==> src/rtl/padc_pkg.sv <==
// Shared types for the pipelined-ADC conversion controller.
// Stage count, code width, stage-code type, FSM states, 1.5-bit saturation.
package padc_pkg;

  localparam int NSTAGE = 7;
  localparam int CODE_W = 8;

  typedef logic [1:0] stage_code_t;

  typedef enum logic [1:0] {
    S_IDLE,
    S_FILL,
    S_RUN,
    S_DRAIN
  } state_t;

  // 2'b11 is not a legal 1.5-bit decision; treat it as the top code.
  function automatic logic [1:0] sat_code(
    input stage_code_t c
  );
    return (c == 2'b11) ? 2'b10 : c;
  endfunction

endpackage

==> src/rtl/padc_conv_ctrl_if.sv <==
// Corrected-code output stream (valid/ready).
// master: drives code_data/code_valid, receives code_ready.
interface padc_conv_ctrl_if;
  import padc_pkg::*;

  logic [CODE_W-1:0] code_data;
  logic              code_valid;
  logic              code_ready;

  modport master (
    output code_data,
    output code_valid,
    input  code_ready
  );

  modport slave (
    input  code_data,
    input  code_valid,
    output code_ready
  );

endinterface

==> src/rtl/padc_conv_fifo.sv <==
// Synchronous FIFO for corrected codes.
// Ports: clk, rstn, push/din, pop/dout, full, empty.
module padc_conv_fifo #(
  parameter int DEPTH = 4,
  parameter int W     = 8
) (
  input  logic         clk,
  input  logic         rstn,
  input  logic         push,
  input  logic [W-1:0] din,
  input  logic         pop,
  output logic [W-1:0] dout,
  output logic         full,
  output logic         empty
);

  localparam int AW = (DEPTH > 1) ? $clog2(DEPTH) : 1;

  logic [W-1:0]  mem [DEPTH];
  logic [AW-1:0] wr_ptr;
  logic [AW-1:0] rd_ptr;
  logic [AW:0]   count;
  logic          do_pop;
  logic          do_push;

  assign empty = (count == '0);
  assign full  = (count == (AW+1)'(DEPTH));
  assign dout  = mem[rd_ptr];

  // A pop frees the slot, so a push into a full FIFO is
  // accepted when a pop happens on the same edge.
  assign do_pop  = pop && !empty;
  assign do_push = push && (!full || do_pop);

  always_ff @(posedge clk or negedge rstn) begin
    if (!rstn) begin
      for (int j = 0; j < DEPTH; j++) mem[j] <= '0;
      wr_ptr <= '0;
      rd_ptr <= '0;
      count  <= '0;
    end else begin
      if (do_push) begin
        mem[wr_ptr] <= din;
        wr_ptr      <= wr_ptr + 1'b1;
      end
      if (do_pop) begin
        rd_ptr <= rd_ptr + 1'b1;
      end
      unique case ({do_push, do_pop})
        2'b10:   count <= count + 1'b1;
        2'b01:   count <= count - 1'b1;
        default: count <= count;
      endcase
    end
  end

endmodule

==> src/rtl/padc_conv_ctrl.sv <==
// Pipelined-ADC conversion controller: aligns stage codes, corrects,
// buffers. Ports: clk, rstn, dig_raw, start/stop/burst_len, code stream,
// busy, overflow/illegal status, clr_status.
module padc_conv_ctrl
  import padc_pkg::*;
#(
  parameter int NSTAGE     = padc_pkg::NSTAGE,
  parameter int FIFO_DEPTH = 4
) (
  input  logic                    clk,
  input  logic                    rstn,
  input  stage_code_t             dig_raw [NSTAGE],
  input  logic                    start,
  input  logic                    stop,
  input  logic [7:0]              burst_len,
  output logic                    busy,
  padc_conv_ctrl_if.master        code,
  output logic                    overflow,
  output logic                    illegal,
  input  logic                    clr_status
);

  localparam logic [7:0] FILL_LAST = 8'(NSTAGE - 1);

  state_t            state;
  state_t            state_nxt;
  logic [7:0]        cnt;
  logic [7:0]        cnt_nxt;
  logic [7:0]        len_q;
  logic [7:0]        len_nxt;
  logic              push;
  stage_code_t       aligned [NSTAGE];
  logic [CODE_W-1:0] corr;
  logic              bad;
  logic              full;
  logic              empty;

  // Stage g reflects sample k one edge later than stage g-1, so
  // delay it by NSTAGE-1-g registers to line up on one sample.
  for (genvar g = 0; g < NSTAGE; g++) begin : g_align
    localparam int L = NSTAGE - 1 - g;
    if (L == 0) begin : g_direct
      assign aligned[g] = dig_raw[g];
    end else begin : g_dly
      stage_code_t sr [L];
      always_ff @(posedge clk or negedge rstn) begin
        if (!rstn) begin
          for (int j = 0; j < L; j++) sr[j] <= '0;
        end else begin
          sr[0] <= dig_raw[g];
          for (int j = 1; j < L; j++) sr[j] <= sr[j-1];
        end
      end
      assign aligned[g] = sr[L-1];
    end
  end

  always_comb begin
    corr = '0;
    bad  = 1'b0;
    for (int i = 0; i < NSTAGE; i++) begin
      corr = corr + (CODE_W'(sat_code(aligned[i]))
                     << (NSTAGE - 1 - i));
      bad  = bad | (aligned[i] == 2'b11);
    end
  end

  always_ff @(posedge clk or negedge rstn) begin
    if (!rstn) begin
      state <= S_IDLE;
      cnt   <= '0;
      len_q <= '0;
    end else begin
      state <= state_nxt;
      cnt   <= cnt_nxt;
      len_q <= len_nxt;
    end
  end

  always_comb begin
    state_nxt = state;
    cnt_nxt   = cnt;
    len_nxt   = len_q;
    push      = 1'b0;
    unique case (state)
      S_IDLE: begin
        if (start) begin
          state_nxt = S_FILL;
          cnt_nxt   = '0;
          len_nxt   = burst_len;
        end
      end
      S_FILL: begin
        if (stop) begin
          state_nxt = S_IDLE;
          cnt_nxt   = '0;
        end else if (cnt == FILL_LAST) begin
          state_nxt = S_RUN;
          cnt_nxt   = '0;
        end else begin
          cnt_nxt = cnt + 8'd1;
        end
      end
      S_RUN: begin
        // The exit edge still pushes its sample.
        push    = 1'b1;
        cnt_nxt = cnt + 8'd1;
        if (stop || (len_q != '0 && cnt_nxt == len_q)) begin
          state_nxt = S_DRAIN;
        end
      end
      S_DRAIN: begin
        if (empty) begin
          state_nxt = S_IDLE;
          cnt_nxt   = '0;
        end
      end
      default: begin
        state_nxt = S_IDLE;
        cnt_nxt   = '0;
      end
    endcase
  end

  assign busy = (state != S_IDLE);

  padc_conv_fifo #(
    .DEPTH (FIFO_DEPTH),
    .W     (CODE_W)
  ) u_fifo (
    .clk   (clk),
    .rstn  (rstn),
    .push  (push),
    .din   (corr),
    .pop   (code.code_ready),
    .dout  (code.code_data),
    .full  (full),
    .empty (empty)
  );

  assign code.code_valid = !empty;

  // Set has priority over clear.
  always_ff @(posedge clk or negedge rstn) begin
    if (!rstn) begin
      overflow <= 1'b0;
      illegal  <= 1'b0;
    end else begin
      if (push && full && !code.code_ready) overflow <= 1'b1;
      else if (clr_status)                  overflow <= 1'b0;
      if (push && bad)     illegal <= 1'b1;
      else if (clr_status) illegal <= 1'b0;
    end
  end

endmodule

==> src/flat_wrapper.sv <==
// flat-port wrapper written by rule: the top's interface ports become plain ports
module padc_conv_ctrl_flat import padc_pkg::*;
#(
  parameter int NSTAGE     = padc_pkg::NSTAGE,
  parameter int FIFO_DEPTH = 4
)
  (clk, rstn, dig_raw, start, stop, burst_len, busy, overflow, illegal, clr_status, code_code_data, code_code_valid, code_code_ready);
  padc_conv_ctrl_if code_i ();
  input  logic clk;
  input  logic rstn;
  input  stage_code_t dig_raw[NSTAGE];
  input  logic start;
  input  logic stop;
  input  logic [7:0] burst_len;
  output logic busy;
  output logic overflow;
  output logic illegal;
  input  logic clr_status;
  output wire logic [$bits(code_i.code_data)-1:0] code_code_data;
  output wire logic [$bits(code_i.code_valid)-1:0] code_code_valid;
  input wire logic [$bits(code_i.code_ready)-1:0] code_code_ready;
  assign code_code_data = code_i.code_data;
  assign code_code_valid = code_i.code_valid;
  assign code_i.code_ready = code_code_ready;
  padc_conv_ctrl #(.NSTAGE(NSTAGE), .FIFO_DEPTH(FIFO_DEPTH)) u_core (.clk(clk), .rstn(rstn), .dig_raw(dig_raw), .start(start), .stop(stop), .burst_len(burst_len), .busy(busy), .code(code_i), .overflow(overflow), .illegal(illegal), .clr_status(clr_status));
endmodule
==> config.mk <==
export PLATFORM = sky130hd
export DESIGN_NAME = padc_conv_ctrl_flat
export DESIGN_NICKNAME = d
export VERILOG_FILES = /design/src/rtl/padc_pkg.sv /design/src/rtl/padc_conv_ctrl_if.sv /design/src/rtl/padc_conv_fifo.sv /design/src/rtl/padc_conv_ctrl.sv /design/src/flat_wrapper.sv
export SDC_FILE = /design/constraint.sdc
export NUM_CORES = 1
export LEC_CHECK = 0
export ABC_AREA = 1
export BUFFER_PORTS_ARGS = -buffer_cell sky130_fd_sc_hd__buf_4
export CAP_MARGIN = 20
export CORE_ASPECT_RATIO = 1.5
export CORE_MARGIN = 3
export CORE_UTILIZATION = 40
export CTS_CLUSTER_DIAMETER = 80
export DETAILED_ROUTE_END_ITERATION = 10
export HOLD_SLACK_MARGIN = 0.05
export REMOVE_ABC_BUFFERS = 1
export SYNTH_ARGS = -nofsm -noshare
export SYNTH_HDL_FRONTEND = slang
export SYNTH_SLANG_ARGS = --single-unit
==> constraint.sdc <==
create_clock -name clk -period 2.7 [get_ports clk]
set_input_delay 0.135 -clock clk [delete_from_list [all_inputs] [get_ports clk]]
set_output_delay 0.135 -clock clk [all_outputs]
set_load 0.05 [all_outputs]
After elaboration in Yosys (flattened, before gate mapping)
Index checks and enable logic that the tools add are counted.
{"block": "totals", "register_bits": 101, "input_bits": 28, "wordCells": 125}
{"block": "op_classes", "add_sub_neg": 11, "order_cmp": 3, "eq_ne": 19, "muxes": 29, "bitwise_logic": 8, "reduce_logical": 22}
{"op": "$mux W8", "count": 7}
{"op": "$bwmux W32", "count": 1}
{"op": "$pmux W8 S4", "count": 1}
{"op": "$mux W2", "count": 12}
{"op": "$eq A2 B2 Y1 const B", "count": 10}
{"op": "$bmux W8 S2", "count": 1}
{"op": "$demux W8 S2", "count": 1}
{"op": "$add A8 B1 Y8 const B", "count": 1}
{"op": "$add A8 B2 Y8", "count": 1}
{"op": "$add A8 B3 Y8", "count": 1}
{"op": "$add A8 B4 Y8", "count": 1}
{"op": "$add A8 B5 Y8", "count": 1}
{"op": "$add A8 B6 Y8", "count": 1}
{"op": "$add A8 B7 Y8", "count": 1}
{"op": "$eq A8 B3 Y1 const B", "count": 1}
{"op": "$eq A8 B8 Y1", "count": 1}
{"op": "$pmux W2 S4", "count": 1}
{"op": "$reduce_bool A2 Y1", "count": 4}
{"op": "$reduce_bool A8 Y1", "count": 1}
{"op": "$logic_and A1 B1 Y1", "count": 7}
{"op": "$ge A3 B3 Y1 const B", "count": 2}
{"op": "$not A2 Y3", "count": 2}
{"op": "$or A1 B1 Y1", "count": 6}
{"op": "$pmux W3 S2", "count": 1}
{"op": "16 further kinds", "count": 26}

Logic depth before layout (Yosys ltp)
{"block": "logic_depth", "word_depth": 9, "mapped_depth": 15}

Hierarchy
Synthesis repeated with hierarchy kept, for this count alone.
{"block": "unflattened", "hier_cells": 504, "area_unflattened_um2": 4621.9}
{"mod": "padc_conv_ctrl", "n_inst": 1, "cells_per_inst": 268, "area_per_inst_um2": 2612.5, "seq_area_each_um2": 1551.5}
{"mod": "padc_conv_fifo", "n_inst": 1, "cells_per_inst": 236, "area_per_inst_um2": 2009.4, "seq_area_each_um2": 975.9}

Worst setup path before layout
No wires, ideal clock.
{"block": "synth_timing", "kind": "reg2reg", "start": "register u_core.state[0]", "end": "register u_core.u_fifo.count[2]", "setup_time_ns": 0.124, "arrival_time_ns": 2.045, "required_time_ns": 2.576, "slack_ns": 0.531, "stages_incl_launch_ff": 11, "n_path_buf": 1, "synth_period_minus_slack_ns": 2.169, "cell_sequence": "dfrtp_1 inv_1 ha_1 nand2_1 buf_2 ha_1 inv_1 fa_1 a21oi_1 o21ai_0 xnor2_1"}
{"block": "synth_between", "elab_chain_len": 5}
{"item": "from (decl)", "line": "padc_conv_ctrl.sv:25", "rtl": "state_t state;"}
{"item": "from (signal assigned)", "line": "padc_conv_ctrl.sv:74", "rtl": "state <= state_nxt;"}
{"item": "$eq A2 B2 Y1 (*)", "line": "padc_conv_ctrl.sv:85", "rtl": "unique case (state)"}
{"item": "$mux W1 (*)", "line": "padc_conv_ctrl.sv:85"}
{"item": "$logic_and A1 B1 Y1 (*)", "line": "padc_conv_fifo.sv:33", "rtl": "assign do_push = push && (!full || do_pop);"}
{"item": "$eq A2 B1 Y1 or $eq A2 B2 Y1 (tied branches)", "line": "padc_conv_fifo.sv:49", "rtl": "unique case ({do_push, do_pop})"}
{"item": "$pmux W3 S2 or $reduce_bool A2 Y1 (tied branches)"}
{"item": "to (signal assigned)", "line": "padc_conv_fifo.sv:50", "rtl": "2'b10: count <= count + 1'b1;"}
{"item": "to (signal assigned)", "line": "padc_conv_fifo.sv:51", "rtl": "2'b01: count <= count - 1'b1;"}
{"item": "to (signal assigned)", "line": "padc_conv_fifo.sv:52", "rtl": "default: count <= count;"}
{"item": "to (decl)", "line": "padc_conv_fifo.sv:22", "rtl": "logic [AW:0] count;"}
Every way passes the cells marked *; elsewhere a longest branch is shown, timed or not.
A chain may end at the register's enable or synchronous reset.

Final worst setup path
Same ends and word-level chain as after synthesis.

==> flow_metrics.py <==
metrics = {
    "yosys": {
        "yosysSeqAreaShare_pct": 56.9,
        "ys_top_cells_by_count": "dfrtp_1 (101), nand2_1 (71), nor2_1 (53), inv_1 (48), o21ai_0 (33)",
        "netlist-cell-type-count": 28,
        "post-synth-top-count-cell": "dfrtp_1",
        "synth_async_sr_flop_share_pct": 100,
        "synth_ff_type": "dfrtp_1",
        "syn_area_um2": 4440,
        "syn_inst": 443,
        "synth.avg_cell_area_um2": 10.0,
        "yosys.area.top_type": "dfrtp_1",
        "synth-edff-count": 0,
        "ys_seq_elements": 101,
        "ys_warn_count": 0,
        "synth.top_cell.area_share_pct": 56.9,
        "synth_area_leaders": "dfrtp_1 (57%), mux2_2 (6.1%), nand2_1 (6.0%), ha_1 (5.1%), nor2_1 (4.5%)",
    },
    "sta": {
        "setup_viol": 0,
        "rsz0062_at_grt": "false",
        "hold_violations": 0,
        "whs_ns": 0.0943,
        "worstMarginPinSlew_ns": 0.862,
        "finalCritPeriodShare_pct": 82.9,
        "clock.fmax_ghz": 0.447,
        "drv_slew": 0,
        "relSlewSlack_pct": 42.5,
        "tns_ns": 0,
        "fin_crit_ns": 2.24,
        "fin_skew_ns": 0.00553,
    },
    "routing": {
        "wl_per_cell_um": 12.6,
        "dr.pass1.iters": 4,
        "antenna_left": 0,
        "vias": 3080,
        "finalWirelength_mm": 8.21,
        "drc": 0,
        "drt_iter0_markers": 112,
        "routed_via_density": 4.71,
    },
    "layout": {
        "diodes": 0,
        "post-route-util_pct": 50.4,
        "layout.cells.non_filler": 654,
        "nets": 553,
        "syn_to_final_growth_pct": 21.7,
        "layout-drive-gt1-share_pct": 19.0,
    },
    "placement": {
        "port_buffers": 39,
        "place_inst": 616,
        "post-dp-hpwl_mm": 5.90,
        "place_congestion": 0.896,
    },
    "job": {
        "cap_violations": 0,
    },
    "global_route": {
        "grt_overflow": 0,
        "grt_pass1_wl_mm": 14.2,
        "antenna_found_initial": 0,
        "grt_usage_pct": 14.4,
        "grt_max_degree": 71,
        "grt_pass1_vias": 3040,
    },
    "clock_tree": {
        "cts-root-buf": "clkbuf_16",
        "htree_levels": 3,
        "cts_tree": "built",
        "clk_latency_ns": 0.34,
        "cts_sinks": 101,
        "cts_made_buffers": 9,
        "clk_pin_slew_ns": 0.07,
        "post-cts-setup-buffer-count": 0,
        "clock_tree.buffer_depth": 2,
    },
    "floorplanning": {
        "fp.dieH_um": 135,
        "coreArea_um2": 10700,
        "die_w_um": 92.0,
        "die_area_um2": 12400,
        "initial_core_util_pct": 41.5,
        "rows": 46,
        "ioPinCount": 40,
    },
    "critical_path": {
        "arrival_ns": 2.46,
        "start_kind": "register",
        "worstSetupPathType": "reg2reg",
        "cp.required_ns": 2.92,
        "path_max_fanout": 11,
        "end_kind": "register",
    },
    "pwr": {
        "ir_drop_mv": 0.394,
        "leakagePower_nw": 2.61,
        "power.density_cell_area_nw_per_um2": 1020,
    },
    "hold_path": {
        "min_path_type": "in2reg",
    },
    "status": {
        "status": "finished clean",
    },
}
## final cells by class
| type | count | area (µm²) |
|---|---|---|
| clock buffers | 9 | 225 |
| inverters | 49 | 184 |
| well taps | 144 | 180 |
| fillers | 1003 | 5310 |
| multi-input cells | 279 | 1670 |
| flip-flops and latches | 101 | 2530 |
| clock inverters | 7 | 72.6 |
| repair buffers | 65 | 543 |
## worst max-delay path: stages (launching register included)
cell and delay (ns):
dfrtp_1 0.43, inv_1 0.11, ha_1 0.23, nand2_1 0.30, ha_1 0.21, inv_1 0.06
fa_1 0.37, a21oi_1 0.14, o21ai_0 0.12, xnor2_1 0.14
## per-stage QoR
| stage | cell area [µm²] | total power, mW | worst slack (ns) |
|---|---|---|---|
| after global routing | 5400 | 5.88 | 0.284 |
| after floorplan | 4380 | 3.63 | 0.551 |
| after CTS | 5400 | 5.57 | 0.449 |
| after detailed placement | 4880 | 4.26 | 0.460 |
| final | 5400 | 5.49 | 0.461 |
| after global placement | 4880 | 4.21 | 0.528 |
## state kept, by name (all words and copies together), names as in the netlist, named ones only
name	cells
u_core.state	1
u_core.illegal	1
u_core.g_align.g_dly.sr	32
u_core.len_q	8
u_core.u_fifo.rd_ptr	2
u_core.cnt	8
u_core.aligned	10
u_core.u_fifo.count	3
u_core.u_fifo.mem	32
u_core.u_fifo.wr_ptr	2
u_core.overflow	1
## repair_timing
item	in CTS	in global routing
setup endpoints to repair	0	0
hold endpoints to repair	90	0
resized for setup	0	0
hold buffers	22	0
## cell usage in the layout (no fill, tap or decap), drive strengths merged, types with 4 or more instances in the layout
cell	netlist	final
o22ai	10	10
a21oi	14	14
xor2	7	7
clkbuf	11	9
ha	18	18
o21ai	35	35
buf	3	43
dfrtp	101	101
nand4	4	4
nand2	73	73
mux2	24	24
nand3	18	18
inv	49	53
dlygate4sd3	0	22
nor2	62	62
## kinds of logic after synthesis
family / synth area share (%)
XOR/XNOR: 1.78
AND/OR/NAND/NOR: 15.2
AO/OA/AOI/OAI: 8.51
buffers and inverters: 5.47
adder cells (fa/ha/maj): 5.98
flip-flops: 56.9
multiplexers: 6.09
## power by group
part	leakage (nW)	switching (mW)	internal [mW]
registers	1.23	0.227	1.90
clock network	0.149	0.601	0.656
logic	1.23	1.35	0.759
total	2.61	2.18	3.31
## routing by layer
layer,global-route usage (%),vias to the layer above,part of all wire (%)
met2,23.9,51,50
li1,-,1556,-
met4,5.70,0,1.5
met3,3.34,11,3.3
met5,0,-,0
met1,18.2,1462,45
## final timing paths
| path | from | slack [ns] | depth (start not counted) | to |
|---|---|---|---|---|
| max | u_core.state[0]$_DFFE_PN0P_ | 0.46 | 9 | u_core.u_fifo.count[2]$_DFFE_PN0P_ |
| min | stop | 0.09 | 4 | register |
| max reg2reg | u_core.state[0]$_DFFE_PN0P_ | 0.46 | 9 | u_core.u_fifo.count[2]$_DFFE_PN0P_ |
| min reg2reg | u_core.g_align[0].g_dly.sr[11]$_DFF_PN0_ | 0.35 | 0 | u_core.g_align[0].g_dly.sr[9]$_DFF_PN0_ |
| max in group asynchronous | rstn | 1.49 | 3 | u_core.u_fifo.mem[6]$_DFFE_PN0P_ |
| min in group asynchronous | rstn | 0.45 | 2 | u_core.u_fifo.mem[4]$_DFFE_PN0P_ |
Power figures use the tool's default switching activity.
